**src/rtl/instr_fetch_if.sv**
```systemverilog
// rtl/instr_fetch_if.sv - instruction memory, decode-stage and redirect signals of the fetch unit
interface instr_fetch_if;
  logic        imem_req_o;
  logic [31:0] imem_addr_o;
  logic        imem_gnt_i;
  logic        imem_rvalid_i;
  logic [31:0] imem_rdata_i;
  logic        valid_o;
  logic        ready_i;
  logic [31:0] inst_o;
  logic [31:0] pc_o;
  logic        redirect_i;
  logic [31:0] redirect_pc_i;
  logic        misalign_o;

  modport master (
    output imem_req_o, imem_addr_o, valid_o, inst_o, pc_o, misalign_o,
    input  imem_gnt_i, imem_rvalid_i, imem_rdata_i, ready_i, redirect_i, redirect_pc_i
  );

  modport slave (
    input  imem_req_o, imem_addr_o, valid_o, inst_o, pc_o, misalign_o,
    output imem_gnt_i, imem_rvalid_i, imem_rdata_i, ready_i, redirect_i, redirect_pc_i
  );
endinterface

```
**src/rtl/instr_fetch.sv**
```systemverilog
// rtl/instr_fetch.sv - PC, imem request/response tracking, prefetch FIFO and redirect flush
// Optional sticky misaligned-redirect flag under IF_ALIGN_CHECK_EN.
module instr_fetch #(
  parameter logic [31:0] RESET_PC = 32'h0000_0000,
  parameter int          DEPTH    = 4
) (
  input  logic          clk_i,
  input  logic          rst_i,
  instr_fetch_if.master bus
);
  localparam int AW = $clog2(DEPTH);
  localparam int CW = AW + 1;

  logic [31:0]   fetch_pc;
  logic [CW-1:0] count;
  logic [CW-1:0] outstanding;
  logic [CW-1:0] drop;
  logic [AW-1:0] rd_ptr, wr_ptr;
  logic [AW-1:0] pq_rd, pq_wr;
  logic [31:0]   fifo_pc   [DEPTH];
  logic [31:0]   fifo_inst [DEPTH];
  logic [31:0]   pq_pc     [DEPTH];

  logic [CW:0]   credit_used;
  logic          grant;
  logic          rsp_ok;
  logic          rsp_drop;
  logic          rsp_push;
  logic          pop;
  logic [CW-1:0] outstanding_next;
  logic [31:0]   redirect_target;

  // Buffered plus in-flight words never exceed DEPTH, so every response has a FIFO slot.
  assign credit_used      = {1'b0, count} + {1'b0, outstanding};
  assign bus.imem_req_o   = credit_used < (CW+1)'(DEPTH);
  assign bus.imem_addr_o  = fetch_pc;
  assign grant            = bus.imem_req_o && bus.imem_gnt_i;
  assign rsp_ok           = bus.imem_rvalid_i && (outstanding != '0);
  assign rsp_drop         = rsp_ok && (drop != '0);
  assign rsp_push         = rsp_ok && !rsp_drop;
  assign pop              = bus.valid_o && bus.ready_i;
  assign outstanding_next = outstanding + CW'(grant) - CW'(rsp_ok);
  assign redirect_target  = bus.redirect_pc_i & 32'hFFFF_FFFC;

  assign bus.valid_o = (count != '0);
  assign bus.inst_o  = fifo_inst[rd_ptr];
  assign bus.pc_o    = fifo_pc[rd_ptr];

  always_ff @(posedge clk_i or negedge rst_i) begin
    if (!rst_i) begin
      fetch_pc    <= RESET_PC;
      count       <= '0;
      outstanding <= '0;
      drop        <= '0;
      rd_ptr      <= '0;
      wr_ptr      <= '0;
      pq_rd       <= '0;
      pq_wr       <= '0;
      for (int i = 0; i < DEPTH; i++) begin
        fifo_pc[i]   <= '0;
        fifo_inst[i] <= '0;
        pq_pc[i]     <= '0;
      end
    end else begin
      outstanding <= outstanding_next;
      if (bus.redirect_i) begin
        // Everything still in flight, including a grant taken this cycle, is now stale.
        fetch_pc <= redirect_target;
        drop     <= outstanding_next;
        count    <= '0;
        rd_ptr   <= '0;
        wr_ptr   <= '0;
        pq_rd    <= '0;
        pq_wr    <= '0;
      end else begin
        if (grant) begin
          fetch_pc     <= fetch_pc + 32'd4;
          pq_pc[pq_wr] <= fetch_pc;
          pq_wr        <= pq_wr + 1'b1;
        end
        if (rsp_drop) begin
          drop <= drop - 1'b1;
        end
        if (rsp_push) begin
          fifo_pc[wr_ptr]   <= pq_pc[pq_rd];
          fifo_inst[wr_ptr] <= bus.imem_rdata_i;
          wr_ptr            <= wr_ptr + 1'b1;
          pq_rd             <= pq_rd + 1'b1;
        end
        if (pop) begin
          rd_ptr <= rd_ptr + 1'b1;
        end
        count <= count + CW'(rsp_push) - CW'(pop);
      end
    end
  end

`ifdef IF_ALIGN_CHECK_EN
  logic misalign_q;

  always_ff @(posedge clk_i or negedge rst_i) begin
    if (!rst_i) begin
      misalign_q <= 1'b0;
    end else if (bus.redirect_i && (bus.redirect_pc_i[1:0] != 2'b00)) begin
      misalign_q <= 1'b1;
    end
  end

  assign bus.misalign_o = misalign_q;
`else
  assign bus.misalign_o = 1'b0;
`endif
endmodule

```
**src/flat_wrapper.sv**
```systemverilog
// flat-port wrapper written by rule: the top's interface ports become plain ports
module instr_fetch_flat 
#(
  parameter logic [31:0] RESET_PC = 32'h0000_0000,
  parameter int          DEPTH    = 4
)
  (clk_i, rst_i, bus_imem_req_o, bus_imem_addr_o, bus_valid_o, bus_inst_o, bus_pc_o, bus_misalign_o, bus_imem_gnt_i, bus_imem_rvalid_i, bus_imem_rdata_i, bus_ready_i, bus_redirect_i, bus_redirect_pc_i);
  instr_fetch_if bus_i ();
  input  logic clk_i;
  input  logic rst_i;
  output wire logic [$bits(bus_i.imem_req_o)-1:0] bus_imem_req_o;
  output wire logic [$bits(bus_i.imem_addr_o)-1:0] bus_imem_addr_o;
  output wire logic [$bits(bus_i.valid_o)-1:0] bus_valid_o;
  output wire logic [$bits(bus_i.inst_o)-1:0] bus_inst_o;
  output wire logic [$bits(bus_i.pc_o)-1:0] bus_pc_o;
  output wire logic [$bits(bus_i.misalign_o)-1:0] bus_misalign_o;
  input wire logic [$bits(bus_i.imem_gnt_i)-1:0] bus_imem_gnt_i;
  input wire logic [$bits(bus_i.imem_rvalid_i)-1:0] bus_imem_rvalid_i;
  input wire logic [$bits(bus_i.imem_rdata_i)-1:0] bus_imem_rdata_i;
  input wire logic [$bits(bus_i.ready_i)-1:0] bus_ready_i;
  input wire logic [$bits(bus_i.redirect_i)-1:0] bus_redirect_i;
  input wire logic [$bits(bus_i.redirect_pc_i)-1:0] bus_redirect_pc_i;
  assign bus_imem_req_o = bus_i.imem_req_o;
  assign bus_imem_addr_o = bus_i.imem_addr_o;
  assign bus_valid_o = bus_i.valid_o;
  assign bus_inst_o = bus_i.inst_o;
  assign bus_pc_o = bus_i.pc_o;
  assign bus_misalign_o = bus_i.misalign_o;
  assign bus_i.imem_gnt_i = bus_imem_gnt_i;
  assign bus_i.imem_rvalid_i = bus_imem_rvalid_i;
  assign bus_i.imem_rdata_i = bus_imem_rdata_i;
  assign bus_i.ready_i = bus_ready_i;
  assign bus_i.redirect_i = bus_redirect_i;
  assign bus_i.redirect_pc_i = bus_redirect_pc_i;
  instr_fetch #(.RESET_PC(RESET_PC), .DEPTH(DEPTH)) u_core (.clk_i(clk_i), .rst_i(rst_i), .bus(bus_i));
endmodule
```
**config.mk**
```make
export PLATFORM = sky130hd
export DESIGN_NAME = instr_fetch_flat
export DESIGN_NICKNAME = d
export VERILOG_FILES = /design/src/rtl/instr_fetch_if.sv /design/src/rtl/instr_fetch.sv /design/src/flat_wrapper.sv
export SDC_FILE = /design/constraint.sdc
export NUM_CORES = 1
export LEC_CHECK = 0
export CELL_PAD_IN_SITES_DETAIL_PLACEMENT = 0
export CELL_PAD_IN_SITES_GLOBAL_PLACEMENT = 1
export CORE_ASPECT_RATIO = 1.1
export CORE_MARGIN = 2
export CORE_UTILIZATION = 33
export CTS_CLUSTER_SIZE = 40
export DETAILED_ROUTE_END_ITERATION = 7
export MAX_ROUTING_LAYER = met4
export PLACE_DENSITY = 0.63
export SLEW_MARGIN = 20
export SYNTH_ARGS = -nofsm -noshare
export SYNTH_HDL_FRONTEND = slang
export SYNTH_SLANG_ARGS = --single-unit
```
**constraint.sdc**
```tcl
create_clock -name clk_i -period 2.8 [get_ports clk_i]
set_input_delay 0.56 -clock clk_i [delete_from_list [all_inputs] [get_ports clk_i]]
set_output_delay 0.56 -clock clk_i [all_outputs]
set_load 0.1 [all_outputs]
```
# Word level (Yosys, flattened, before mapping)
# Index checks and enable logic that the tools add are counted.
# classes
bitwise_logic	5
magnitude_cmp	7
addsub	11
n_reduce_logical	17
muxes	29
# op_table
operator	n
$bwmux 128	3
$mux 32	10
$bmux 32 s2	3
$demux 32 s2	2
$add 32x3->32 const B	1
$mux 2	8
$ge 3x3->1 const B	4
$not 2->3	4
$mux 3	3
$reduce_bool 3->1	3
$add 2x1->2 const B	4
$reduce_bool 2->1	4
$logic_and 1x1->1	7
$add 3x1->3	2
$lt 3x1->1 const B	2
$sub 3x1->3	2
$add 3x3->4	1
$lt 4x3->1 const B	1
$reduce_and 2->1	2
$sub 3x1->3 const B	1
$logic_not 1->1	1
$not 1->1	1
# totals
register_bits	433

# Logic depth before layout (Yosys ltp)
# logic_depth
depth_word	8
ltp_mapped	12
mapped_depth_nobuf	10

# Worst setup path after synthesis
# Ideal clock, no wire load.
# synth_path
path_type	reg-to-output
start	reg u_core.count[1]
end	out bus_imem_req_o
path_stages_with_launch	4
t_arrival_ns	3.758
slack_ns	-1.518
cell_sequence	dfrtp_1 -> ha_1 -> and3_1 -> nor4_1
# synth_via
elab_chain_cells	2
# synth_rtl
item	line_no	source
start, declared	instr_fetch.sv:15	logic [CW-1:0] count;
start signal, assigned	instr_fetch.sv:93	count <= count + CW'(rsp_push) - CW'(pop);
$add 3x3->4	instr_fetch.sv:34	assign credit_used = {1'b0, count} + {1'b0, outstanding};
$lt 4x3->1	instr_fetch.sv:35	assign bus.imem_req_o = credit_used < (CW+1)'(DEPTH);
end, declared	flat_wrapper.sv:11	output wire logic [$bits(bus_i.imem_req_o)-1:0] bus_imem_req_o;
# Every way passes these cells.

# Worst setup path after layout
# layout_path
start	reg u_core.rd_ptr[0]
end	out bus_pc_o[13]
# layout_via
elab_chain_cells	4
# layout_rtl
item	line_no	source
start, declared	instr_fetch.sv:18	logic [AW-1:0] rd_ptr, wr_ptr;
start signal, assigned	instr_fetch.sv:91	rd_ptr <= rd_ptr + 1'b1;
$not 2->3 (implied by the code)	instr_fetch.sv:47	assign bus.pc_o = fifo_pc[rd_ptr];
$bmux 32 s2	instr_fetch.sv:47	
$mux 32 (implied by the code) (2 in a row)	instr_fetch.sv:47	
end, declared	flat_wrapper.sv:15	output wire logic [$bits(bus_i.pc_o)-1:0] bus_pc_o;
# Every way passes these cells. The select of a mux whose other input is x is not followed.

==> flow_metrics.tcl <==
set metrics [dict create \
    status "completed" \
    p_switching_w 0.01113 \
    routabilityCongestion 0.7380 \
    via_per_inst 4.910 \
    grt_pass1_wl_um 70480 \
    die_y_um 254.0 \
    layout_min_cycle_time_ps 2713 \
    seq_area_frac_synth_pct 55.40 \
    multi_input_area_um2 7870 \
    irDropWorstVdd_v 0.0008313 \
    fin_tns_setup_ps 0 \
    fill_cells 5095 \
    tightest_slew_ps 666.2 \
    antenna_found_initial 0 \
    min_period_over_period_pct 96.90 \
    clkTransAtPathRegs_ps 60 \
    drt_pass1_iterations 4 \
    antenna_left 0 \
    syn_avg_cell_area_um2 15.45 \
    swShare_pct 40.08 \
    hold_viol 0 \
    clk_path_buf_depth 3 \
    cp_max_fo 33 \
    rows 91 \
    drive_gt1_share_pct 48.88 \
    vias 10644 \
    critPathLaunchType "register" \
    max_freq_ghz 0.3686 \
    p_int_w 0.01664 \
    cts_made_buffers 46 \
    ys_ff_latch 415 \
    postSynthCellCount 1213 \
    route.detailed.drc 0 \
    pwr-share-comb_pct 47.7 \
    dp_slack_ps 47.29 \
    wl_per_cell_um 20.70 \
    crit_type "reg -> out" \
    place_hpwl_um 29140 \
    clk-insertion-delay-late_ps 570 \
    clkPwrFrac_pct 21.8 \
    die_w_um 231.2 \
    drt_iter0_drc 500 \
    dieArea_um2 58730 \
    core_area_um2 56130 \
    port_buffers 161 \
    final.setup_skew_ps 11.61 \
    rsz0062_at_grt "yes" \
    h-tree-depth 2 \
    slew_viol_final 0 \
    pwr-share-seq_pct 30.5 \
    nets 1476 \
    finalWirelength_um 44880 \
    start_util_pct 33.40 \
    max_cap_violations 0 \
    mostFrequentLayoutCell "dfrtp_1" \
    cts-root-buf "clkbuf_16" \
    ys.warnings.count 0 \
    io_pins 169 \
    fin_ws_ps 86.68 \
    power-per-cell-area_nw_per_um2 1177 \
    seqCellArea_um2 10400 \
    grt_max_degree 94 \
    cts.sinks 415 \
    num_antenna_cells 0 \
    hold_path.class "reg -> reg" \
    netlist_area_um2 18750 \
    final_cell_mix "dfrtp_1 (411), mux2_2 (361), mux4_2 (92)" \
    grtUsageTotal_pct 16.20 \
    power_leakage_nw 10.59 \
    cp.required_ps 2240 \
    finalSetupViolations 0 \
    synth_cell_types 44 \
    overflow 0 \
    worstPathArrival_ps 2150 \
    area_growth_pct 25.85 \
    endpoint_kind "output port" \
    slew_headroom_pct 55.59 \
    cts_tree "yes" \
    grt_pass1_vias 11691 \
]
[final timing paths]
path / start / end / slack, ps / cells past startpoint
worst max-delay path: u_core.rd_ptr[0] / bus_pc_o[13] / 90 / 3
worst min-delay path: u_core.fifo_inst[97] / u_core.fifo_inst[97] / 480 / 1
worst max register to register: u_core.outstanding[2] / u_core.bus.imem_addr_o[23] / 340 / 6
worst min register to register: u_core.fifo_inst[97] / u_core.fifo_inst[97] / 480 / 1
max in group asynchronous: rst_i / u_core.fifo_inst[122] / 1380 / 3
min in group asynchronous: rst_i / u_core.fifo_inst[64] / 490 / 2
[logic make-up (layout without fill, tap and decap cells)]
group                      count (synthesis)  in the layout  share of synthesized area, %
buffers and inverters                    110            317                         2.977
and+or+nand+nor                          130            130                         3.971
other                                      1              5                       0.02000
AOI/OAI and AO/OA                         33             33                        0.9612
xor gates and xnor gates                  39             39                         1.822
adders and majority gates                 19             19                         1.348
DFF                                      415            415                         55.40
muxes                                    466            466                         33.50
[flip-flops by register name, summed over array words and instances, names as in the netlist]
register,flops
u_core.bus.imem_addr_o,30
u_core.wr_ptr,2
u_core.fifo_pc,120
u_core.fifo_inst,128
u_core.outstanding,3
u_core.rd_ptr,2
u_core.pq_wr,2
u_core.count,3
u_core.pq_pc,120
u_core.pq_rd,2
u_core.drop,3
[per-layer routing]
layer	up-vias	share of wire (%)	GRT usage, %
met3	68	3.9	2.828
met5	-	0	-
met4	0	2.0	4.719
met2	185	49	26.36
met1	5625	45	20.80
li1	4766	-	-
[power by group through the flow]
stage / sequential, W / clock [W] / combinational (W)
floorplan: 0.00858 / 0 / 0.00873
global placement: 0.00848 / 0 / 0.0132
detailed placement: 0.00858 / 0 / 0.0133
CTS: 0.00848 / 0.00625 / 0.0134
global route: 0.00870 / 0.00650 / 0.0139
finish: 0.00847 / 0.00605 / 0.0132
[cells in the mapped netlist]
cell | number | area share, %
nor4b_2 | 1 | 0.080
conb_1 | 1 | 0.020
clkbuf_2 | 1 | 0.027
or3_1 | 3 | 0.10
a31o_2 | 1 | 0.047
a31oi_1 | 1 | 0.033
a21oi_1 | 3 | 0.080
nor4_1 | 2 | 0.067
or4b_1 | 1 | 0.053
nor2_1 | 15 | 0.30
dfrtp_1 | 415 | 55
xor2_1 | 17 | 0.79
buf_2 | 22 | 0.59
or4_1 | 1 | 0.040
and3_1 | 9 | 0.30
fa_1 | 2 | 0.21
or2_2 | 1 | 0.033
nand2_1 | 46 | 0.92
mux2_2 | 361 | 22
nor3b_4 | 1 | 0.10
nor4_4 | 3 | 0.34
nor3_2 | 2 | 0.11
nor2b_1 | 2 | 0.067
mux4_2 | 92 | 11
nand3_2 | 1 | 0.053
buf_6 | 1 | 0.060
inv_1 | 19 | 0.38
clkbuf_1 | 37 | 0.74
buf_1 | 1 | 0.020
nor4_2 | 3 | 0.20
ha_1 | 17 | 1.1
mux2i_1 | 3 | 0.16
and2_1 | 2 | 0.067
buf_4 | 29 | 1.2
xnor2_1 | 22 | 1.0
nor3_4 | 1 | 0.087
nand4_1 | 14 | 0.47
mux2_1 | 10 | 0.60
a22oi_1 | 1 | 0.040
o31ai_2 | 1 | 0.067
nor3_1 | 7 | 0.19
o21ai_0 | 18 | 0.48
o21ai_1 | 8 | 0.21
nand3_1 | 15 | 0.40
[stage by stage]
stage	hold WS (ps)	util (%)	cell area, µm²	total power [W]	cells
detailed placement	474.7	39.20	22010	0.02193	2080
CTS	488.5	41.95	23550	0.02811	2166
global route	504.5	42.03	23590	0.02908	2168
global placement	463.8	39.20	22010	0.02171	2080
finish	483.3	42.03	23590	0.02776	2168
floorplan	264.4	-	18780	0.01731	1217
[final cells by class]
| cell class | instances | share of cell area [%] |
|---|---|---|
| clock inverters | 11 | 0.4826 |
| multi-input cells | 692 | 33.36 |
| well taps | 744 | 3.946 |
| inverters | 19 | 0.3023 |
| flip-flops and latches | 415 | 44.06 |
| repair buffers | 213 | 11.83 |
| clock buffers | 74 | 6.020 |
[worst max-delay path: stages, from the launching register on]
cell	delay, ps
dfrtp_4	450
buf_16	290
mux4_2	620
buf_12	200
[what timing repair did]
| action | in CTS | in global routing |
|---|---|---|
| endpoints found under the hold margin | 45 | 0 |
| buffers inserted | 0 | 2 |
| setup endpoints to repair | 0 | 10 |
| resized for setup | 0 | 5 |
| hold buffers | 1 | 0 |
Power figures use the tool's default switching activity.
